$ cat config.mk
export PLATFORM = sky130hd
export DESIGN_NAME = ex_stage
export DESIGN_NICKNAME = d
export VERILOG_FILES = /design/src/rtl/ex_stage_pkg.sv /design/src/rtl/ex_muldiv.sv /design/src/rtl/ex_stage.sv
export SDC_FILE = /design/constraint.sdc
export NUM_CORES = 1
export LEC_CHECK = 0
export CAP_MARGIN = 20
export CORE_MARGIN = 4
export CORE_UTILIZATION = 45
export CTS_CLUSTER_DIAMETER = 50
export DETAILED_ROUTE_END_ITERATION = 10
export HOLD_SLACK_MARGIN = 0.06
export PLACE_DENSITY = 0.83
export SLEW_MARGIN = 5
export SYNTH_ARGS = -nofsm -noshare
export SYNTH_HDL_FRONTEND = slang
export SYNTH_SLANG_ARGS = --single-unit
$ cat constraint.sdc
create_clock -name clk -period 4.3 [get_ports clk]
set_clock_uncertainty 0.2 [all_clocks]
set_input_delay 0.645 -clock clk [delete_from_list [all_inputs] [get_ports clk]]
set_output_delay 0.645 -clock clk [all_outputs]
set_load 0.02 [all_outputs]
$ cat src/rtl/ex_stage_pkg.sv
// Shared definitions for the RV32 execute stage: op codes, FSM states, decode helpers.
// The RV32M_EN macro (see ex_stage.sv) selects whether the M-extension codes are legal.
package ex_stage_pkg;

    localparam int XLEN     = 32;
    localparam int MD_ITERS = 32;

    localparam logic [4:0] EX_OP_ADD    = 5'd0;
    localparam logic [4:0] EX_OP_SUB    = 5'd1;
    localparam logic [4:0] EX_OP_SLL    = 5'd2;
    localparam logic [4:0] EX_OP_SLT    = 5'd3;
    localparam logic [4:0] EX_OP_SLTU   = 5'd4;
    localparam logic [4:0] EX_OP_XOR    = 5'd5;
    localparam logic [4:0] EX_OP_SRL    = 5'd6;
    localparam logic [4:0] EX_OP_SRA    = 5'd7;
    localparam logic [4:0] EX_OP_OR     = 5'd8;
    localparam logic [4:0] EX_OP_AND    = 5'd9;
    localparam logic [4:0] EX_OP_PASSB  = 5'd10;
    localparam logic [4:0] EX_OP_MUL    = 5'd16;
    localparam logic [4:0] EX_OP_MULH   = 5'd17;
    localparam logic [4:0] EX_OP_MULHSU = 5'd18;
    localparam logic [4:0] EX_OP_MULHU  = 5'd19;
    localparam logic [4:0] EX_OP_DIV    = 5'd20;
    localparam logic [4:0] EX_OP_DIVU   = 5'd21;
    localparam logic [4:0] EX_OP_REM    = 5'd22;
    localparam logic [4:0] EX_OP_REMU   = 5'd23;

    typedef enum logic [1:0] {
        ST_IDLE = 2'd0,
        ST_CALC = 2'd1,
        ST_FIX  = 2'd2
    } ex_state_t;

    function automatic logic ex_op_is_alu(input logic [4:0] op);
        return op <= EX_OP_PASSB;
    endfunction

    function automatic logic ex_op_is_md(input logic [4:0] op);
        return (op >= EX_OP_MUL) && (op <= EX_OP_REMU);
    endfunction

endpackage

$ cat src/rtl/ex_muldiv.sv
// Iterative RV32M core: shift-add multiply and restoring divide on operand magnitudes,
// with sign correction applied combinationally to the final accumulator.
module ex_muldiv
    import ex_stage_pkg::*;
(
    input  logic            clk,
    input  logic            rst,
    input  logic            start,
    input  logic            clear,
    input  logic [4:0]      op,
    input  logic [XLEN-1:0] a,
    input  logic [XLEN-1:0] b,
    output logic            last,
    output logic [XLEN-1:0] result
);

    logic        run;
    logic [4:0]  cnt;
    logic [63:0] acc;
    logic [31:0] opnd;
    logic        is_div, sel_hi, q_neg, r_neg;

    logic        a_signed, b_signed, a_neg, b_neg;
    logic [31:0] a_mag, b_mag;
    logic [32:0] mul_sum, rem_sh;
    logic [33:0] diff;
    logic [63:0] step_nxt, prod;
    logic [31:0] quo, rem;

    always_comb begin
        a_signed = (op == EX_OP_MULH) || (op == EX_OP_MULHSU) ||
                   (op == EX_OP_DIV)  || (op == EX_OP_REM);
        b_signed = (op == EX_OP_MULH) || (op == EX_OP_DIV) || (op == EX_OP_REM);
        a_neg    = a_signed && a[31];
        b_neg    = b_signed && b[31];
        a_mag    = a_neg ? -a : a;
        b_mag    = b_neg ? -b : b;
    end

    // Multiply shifts the product right through acc; divide shifts dividend bits left into the remainder.
    always_comb begin
        mul_sum  = {1'b0, acc[63:32]} + (acc[0] ? {1'b0, opnd} : 33'd0);
        rem_sh   = {acc[63:32], acc[31]};
        diff     = {1'b0, rem_sh} - {2'b00, opnd};
        step_nxt = {mul_sum, acc[31:1]};
        if (is_div) begin
            step_nxt = diff[33] ? {rem_sh[31:0], acc[30:0], 1'b0}
                                : {diff[31:0],   acc[30:0], 1'b1};
        end
    end

    always_comb begin
        prod   = q_neg ? -acc : acc;
        quo    = q_neg ? -acc[31:0] : acc[31:0];
        rem    = r_neg ? -acc[63:32] : acc[63:32];
        result = is_div ? (sel_hi ? rem : quo) : (sel_hi ? prod[63:32] : prod[31:0]);
    end

    assign last = run && (cnt == 5'(MD_ITERS - 1));

    always_ff @(posedge clk) begin
        if (rst || clear) begin
            run <= 1'b0;
            cnt <= '0;
        end else if (start) begin
            run    <= 1'b1;
            cnt    <= '0;
            is_div <= op[2];
            sel_hi <= op[2] ? op[1] : (op[1:0] != 2'b00);
            // A zero divisor yields all-ones quotient regardless of dividend sign.
            q_neg  <= (a_neg ^ b_neg) && !(op[2] && (b == '0));
            r_neg  <= a_neg;
            opnd   <= op[2] ? b_mag : a_mag;
            acc    <= {32'd0, op[2] ? a_mag : b_mag};
        end else if (run) begin
            acc <= step_nxt;
            cnt <= cnt + 5'd1;
            if (last) begin
                run <= 1'b0;
                cnt <= '0;
            end
        end
    end

endmodule

$ cat src/rtl/ex_stage.sv
// RV32 execute stage: single-cycle ALU plus, when RV32M_EN is defined, an iterative mul/div path.
// Handshake: an op transfers when ID_vld && EX_rdy && !ID_flush; results appear as a one-cycle EX_x_rd_vld.
module ex_stage
    import ex_stage_pkg::*;
(
    input  logic            clk,
    input  logic            rst,
    input  logic            ID_vld,
    output logic            EX_rdy,
    input  logic            ID_flush,
    input  logic [4:0]      ID_alu_op,
    input  logic [4:0]      ID_rd,
    input  logic            ID_rd_wen,
    input  logic            ID_use_imm,
    input  logic [XLEN-1:0] ID_imm,
    input  logic [XLEN-1:0] OF_x_rs1,
    input  logic [XLEN-1:0] OF_x_rs2,
    output logic [4:0]      EX_rd,
    output logic [XLEN-1:0] EX_x_rd,
    output logic            EX_x_rd_vld,
    output logic            EX_busy,
    output logic            EX_illegal,
    output ex_state_t       dbg_state
);

    ex_state_t       state;
    logic            accept;
    logic            md_legal;
    logic [XLEN-1:0] op_b;
    logic [XLEN-1:0] alu_res;

    assign accept = ID_vld && EX_rdy && !ID_flush;
    assign op_b   = ID_use_imm ? ID_imm : OF_x_rs2;
    assign EX_rdy = (state == ST_IDLE);
    assign dbg_state = state;

    always_comb begin
        alu_res = '0;
        case (ID_alu_op)
            EX_OP_ADD:   alu_res = OF_x_rs1 + op_b;
            EX_OP_SUB:   alu_res = OF_x_rs1 - op_b;
            EX_OP_SLL:   alu_res = OF_x_rs1 << op_b[4:0];
            EX_OP_SLT:   alu_res = {31'd0, $signed(OF_x_rs1) < $signed(op_b)};
            EX_OP_SLTU:  alu_res = {31'd0, OF_x_rs1 < op_b};
            EX_OP_XOR:   alu_res = OF_x_rs1 ^ op_b;
            EX_OP_SRL:   alu_res = OF_x_rs1 >> op_b[4:0];
            EX_OP_SRA:   alu_res = $unsigned($signed(OF_x_rs1) >>> op_b[4:0]);
            EX_OP_OR:    alu_res = OF_x_rs1 | op_b;
            EX_OP_AND:   alu_res = OF_x_rs1 & op_b;
            EX_OP_PASSB: alu_res = op_b;
            default:     alu_res = '0;
        endcase
    end

`ifdef RV32M_EN
    logic            md_start, md_last;
    logic [XLEN-1:0] md_result;
    logic [4:0]      md_rd;
    logic            md_wen;

    assign md_legal = ex_op_is_md(ID_alu_op);
    assign md_start = accept && md_legal;
    assign EX_busy  = (state != ST_IDLE);

    ex_muldiv u_muldiv (
        .clk    (clk),
        .rst    (rst),
        .start  (md_start),
        .clear  (ID_flush),
        .op     (ID_alu_op),
        .a      (OF_x_rs1),
        .b      (op_b),
        .last   (md_last),
        .result (md_result)
    );

    always_ff @(posedge clk) begin
        if (rst) begin
            state  <= ST_IDLE;
            md_rd  <= '0;
            md_wen <= 1'b0;
        end else if (ID_flush) begin
            state <= ST_IDLE;
        end else begin
            case (state)
                ST_IDLE: if (md_start) begin
                    state  <= ST_CALC;
                    md_rd  <= ID_rd;
                    md_wen <= ID_rd_wen;
                end
                ST_CALC: if (md_last) state <= ST_FIX;
                ST_FIX:  state <= ST_IDLE;
                default: state <= ST_IDLE;
            endcase
        end
    end
`else
    assign md_legal = 1'b0;
    assign EX_busy  = 1'b0;
    assign state    = ST_IDLE;
`endif

    always_ff @(posedge clk) begin
        if (rst) begin
            EX_rd       <= '0;
            EX_x_rd     <= '0;
            EX_x_rd_vld <= 1'b0;
            EX_illegal  <= 1'b0;
        end else begin
            EX_x_rd_vld <= 1'b0;
            EX_illegal  <= 1'b0;
            if (accept) begin
                if (ex_op_is_alu(ID_alu_op)) begin
                    EX_rd       <= ID_rd;
                    EX_x_rd     <= alu_res;
                    EX_x_rd_vld <= ID_rd_wen && (ID_rd != 5'd0);
                end else if (!md_legal) begin
                    EX_illegal <= 1'b1;
                end
            end
`ifdef RV32M_EN
            // FIX and IDLE are exclusive, so this never collides with an ALU writeback.
            if ((state == ST_FIX) && !ID_flush) begin
                EX_rd       <= md_rd;
                EX_x_rd     <= md_result;
                EX_x_rd_vld <= md_wen && (md_rd != 5'd0);
            end
`endif
        end
    end

endmodule

==> flow_summary_export.csv <==
group,metric,value,unit
status,outcome,"completed",
routing,via_count,14800,
global_routing,grt_start_max_net_pins,50,
critical_path,cp-end-kind,"flip-flop",
routing,viasPerCell,6.70,
final_layout,final_util,62.4,%
sta,rsz0062_at_grt,"true",
global_routing,wire_length_of_the_first_global_routing_pass,88600,um
critical_path,worst-path-buf-inv,3,
power,ir_drop,0.150,mV
clock_network,cts_buffers,5,
sta,clock.fmax,241,MHz
critical_path,dominant_cell_type_by_count_on_the_critical_path,"a31oi_2",
sta,post_layout_minimum_cycle_time,4140,ps
power,design_power_total,2.98,mW
synth,synth-async-reset-ratio,0,%
routing,count_of_routing_violations_after_the_opening_detailed_route_iteration,1952,
floorplan,top_level_ports,155,
final_layout,synthToLayoutAreaGrowth,36.3,%
sta,final-max-slew-violation-count,0,
global_routing,antenna_found_initial,0,
placement,gpl.final_weighted_congestion,1.09,
placement,place.detailed.hpwl,48100,um
floorplan,die_w,163,um
floorplan,rows,56,
routing,drc_errors,0,
global_routing,first_global_vias,14200,
sta,fin_setup_tns,0,ps
placement,place_inst,2194,
sta,finalSetupViolCount,0,
sta,final_period_utilization,96.4,%
run,maxCapViolations,0,
clock_network,worstSkewPairLatency,300,ps
synth,ys_seq_area_share,7.24,%
clock_network,cts.root.buffer_cell,"clkbuf_16",
synth,synthFlopType,"dfxtp_1",
critical_path,worst-endpoint-arrival,4160,ps
sta,slew_headroom,44.3,%
synth,avgSynthCellArea,6.96,sq um
critical_path,critPathRequiredTime,4320,ps
synth,ys_warn_count,0,
clock_network,numClockSinks,39,
routing,wl_per_cell,27.5,um
routing,routed_wirelength,60500,um
global_routing,grt.overflow.total,0,
synth,post_synth_instance_area,10800,sq um
placement,port_buffers,150,
critical_path,crit_path_start_kind,"input pin",
floorplan,y_dimension_of_the_die,163,um
routing,drt.antenna.violating_nets,0,
critical_path,timing.setup.critical_path_class,"input pin to flip-flop",
final_layout,final.fill_count,2229,
final_layout,final-instance-count-excl-fill,2204,
clock_network,tritoncts,"done",
critical_path,cpLargestDelayFamily,"compound AO/OA/AOI/OAI gates",
final_layout,final_layout_size_suffix_gt1_share,20.5,%
global_routing,grt_use_total,43.8,%
routing,drt-pass1-iter-count,5,
floorplan,floorplan.core_area,23500,sq um
critical_path,timing.critical_path.slowest_stage_cell,"clkdlybuf4s50_1",
final_layout,antenna_cells_inserted,0,
min_path,hold_class,"flip-flop to flip-flop",
critical_path,cp_cell_sequence,"clkdlybuf4s50_1 -> mux2_2 -> inv_2 -> buf_4 -> fa_2 -> nand3b_1 -> a211oi_2 -> o31ai_2 -> a31oi_2 -> a31oi_2 -> o31a_2 -> o21ai_1 -> mux2_1 -> a311oi_2",
floorplan,initial_utilization,45.8,%
synth,synth.ff_latch_count,39,
sta,max_slew.worst_pin.slew,829,ps
critical_path,reg2reg_slack,3310,ps
synth,syn_inst,1549,
clock_network,cts-hold-fix-buffers,0,
clock_network,cts.reportedPaths.clkPinSlew,70,ps
critical_path,cp_slowest_stage_delay,480,ps
power,power.density_cell_area,202,nW/um^2
critical_path,crit_path_max_fanout,6,
clock_network,clock_tree.buffer_depth,2,
floorplan,fp.dieArea,26500,sq um
final_layout,design.final.nets,2097,
sta,final-hold-violation-count,0,
clock_network,cts_max_level,2,
power,cellLeakagePower,6.33,nW
synth,post_synth_num_cell_types,89,
synth,synth_edf_count,0,
metrics by stage:
stage | hold slack (ps) | area (sq um) | setup slack, ps
2_1_floorplan | 335 | 10800 | -11.9
3_3_place_gp | 241 | 14500 | -194
3_5_place_dp | 248 | 14500 | -227
4_1_cts | 258 | 14600 | 70.6
5_1_grt | 279 | 14700 | -60.8
6_report | 257 | 14700 | 156
report_power, final:
| part | internal (mW) | leakage, nW | total [mW] | switching (mW) |
|---|---|---|---|---|
| sequential | 0.376 | 0.317 | 0.386 | 0.00974 |
| clock | 0.275 | 0.0838 | 0.468 | 0.193 |
| combinational | 0.886 | 5.93 | 2.12 | 1.24 |
| total | 1.54 | 6.33 | 2.98 | 1.44 |
synth_stat cells (9+ instances only):
master	instances	area, sq um
nand2_1	168	631
nor2_1	162	608
a21oi_1	130	651
mux2i_1	104	1040
ha_1	99	1240
inv_1	92	345
clkbuf_1	79	297
o21ai_0	54	270
o22ai_1	42	263
dfxtp_1	39	781
a211oi_1	38	285
nand3_1	38	190
nor3_1	34	170
a221oi_1	30	263
a31oi_1	25	156
a311oi_1	24	210
buf_2	24	120
o211ai_1	20	150
mux4_2	19	428
nand4_1	16	100
a21o_1	15	113
o2111ai_1	15	131
o21bai_1	14	105
xnor2_1	13	114
a22oi_1	12	90.1
and3_1	12	75.1
mux2_2	12	135
o21ai_1	12	60.1
nor2b_1	10	62.6
o221ai_1	10	87.6
o31ai_1	10	75.1
a2111oi_0	9	78.8
nand2b_1	9	56.3
worst register-to-register path: cells and delay by family, from the launching register on:
| kind | cells | cell delay (ps) |
|---|---|---|
| flops | 1 | 400 |
| compound gates | 1 | 240 |
| simple gates | 1 | 70 |
logic make-up after synthesis:
group,after synthesis,synth area share [%]
compound gates,543,35.1
xor+xnor,13,1.06
fa+ha+maj,101,11.9
buf+inv,222,8.73
flops,39,7.24
mux,141,15.8
other cells,2,0.0697
simple gates,488,20.2
layout make-up:
| class | count | area, sq um | share of cell area (%) |
|---|---|---|---|
| multi-input combinational | 1290 | 9170 | 62.4 |
| inverter | 97 | 367 | 2.49 |
| sequential | 39 | 781 | 5.31 |
| tap | 319 | 399 | 2.72 |
| clock inverter | 3 | 43.8 | 0.298 |
| timing repair buffer | 451 | 3810 | 25.9 |
| clock buffer | 5 | 125 | 0.851 |
state kept, by name, indices dropped and copies added (netlist names):
register	count
EX_rd	5
EX_x_rd	32
EX_x_rd_vld	1
EX_illegal	1
what timing repair did:
| action | 4_1_cts | 5_1_grt |
|---|---|---|
| endpoints found under the hold margin | 0 | 0 |
| resized for setup | 0 | 10 |
| setup endpoints to repair | 0 | 9 |
| setup buffers | 0 | 2 |
layer usage:
metal	share of wire, %	global-route usage [%]	up-vias
li1	-	-	6492
met1	37	53.5	6952
met2	42	67.2	1058
met3	11	10.3	266
met4	9.1	31.5	0
met5	0	0	-
final timing paths:
kind | startpoint | to | depth (start not counted)
min reg2reg | EX_rd[2] | EX_rd[2] | 2
min | EX_rd[2] | EX_rd[2] | 2
max | ID_imm[1] | EX_x_rd[24] | 14
max reg2reg | EX_x_rd[6] | EX_x_rd[6] | 2
cell usage in the layout, fill, tap and decap left out, types with 39 or more instances in the layout:
master	instances
buf_4	297
mux2i_1	103
clkdlybuf4s50_1	147
nand2_1	168
nor2_1	162
a21oi_1	128
o21ai_0	54
dfxtp_1	39
o22ai_1	42
ha_1	98
inv_1	92
Power figures use the tool's default switching activity.
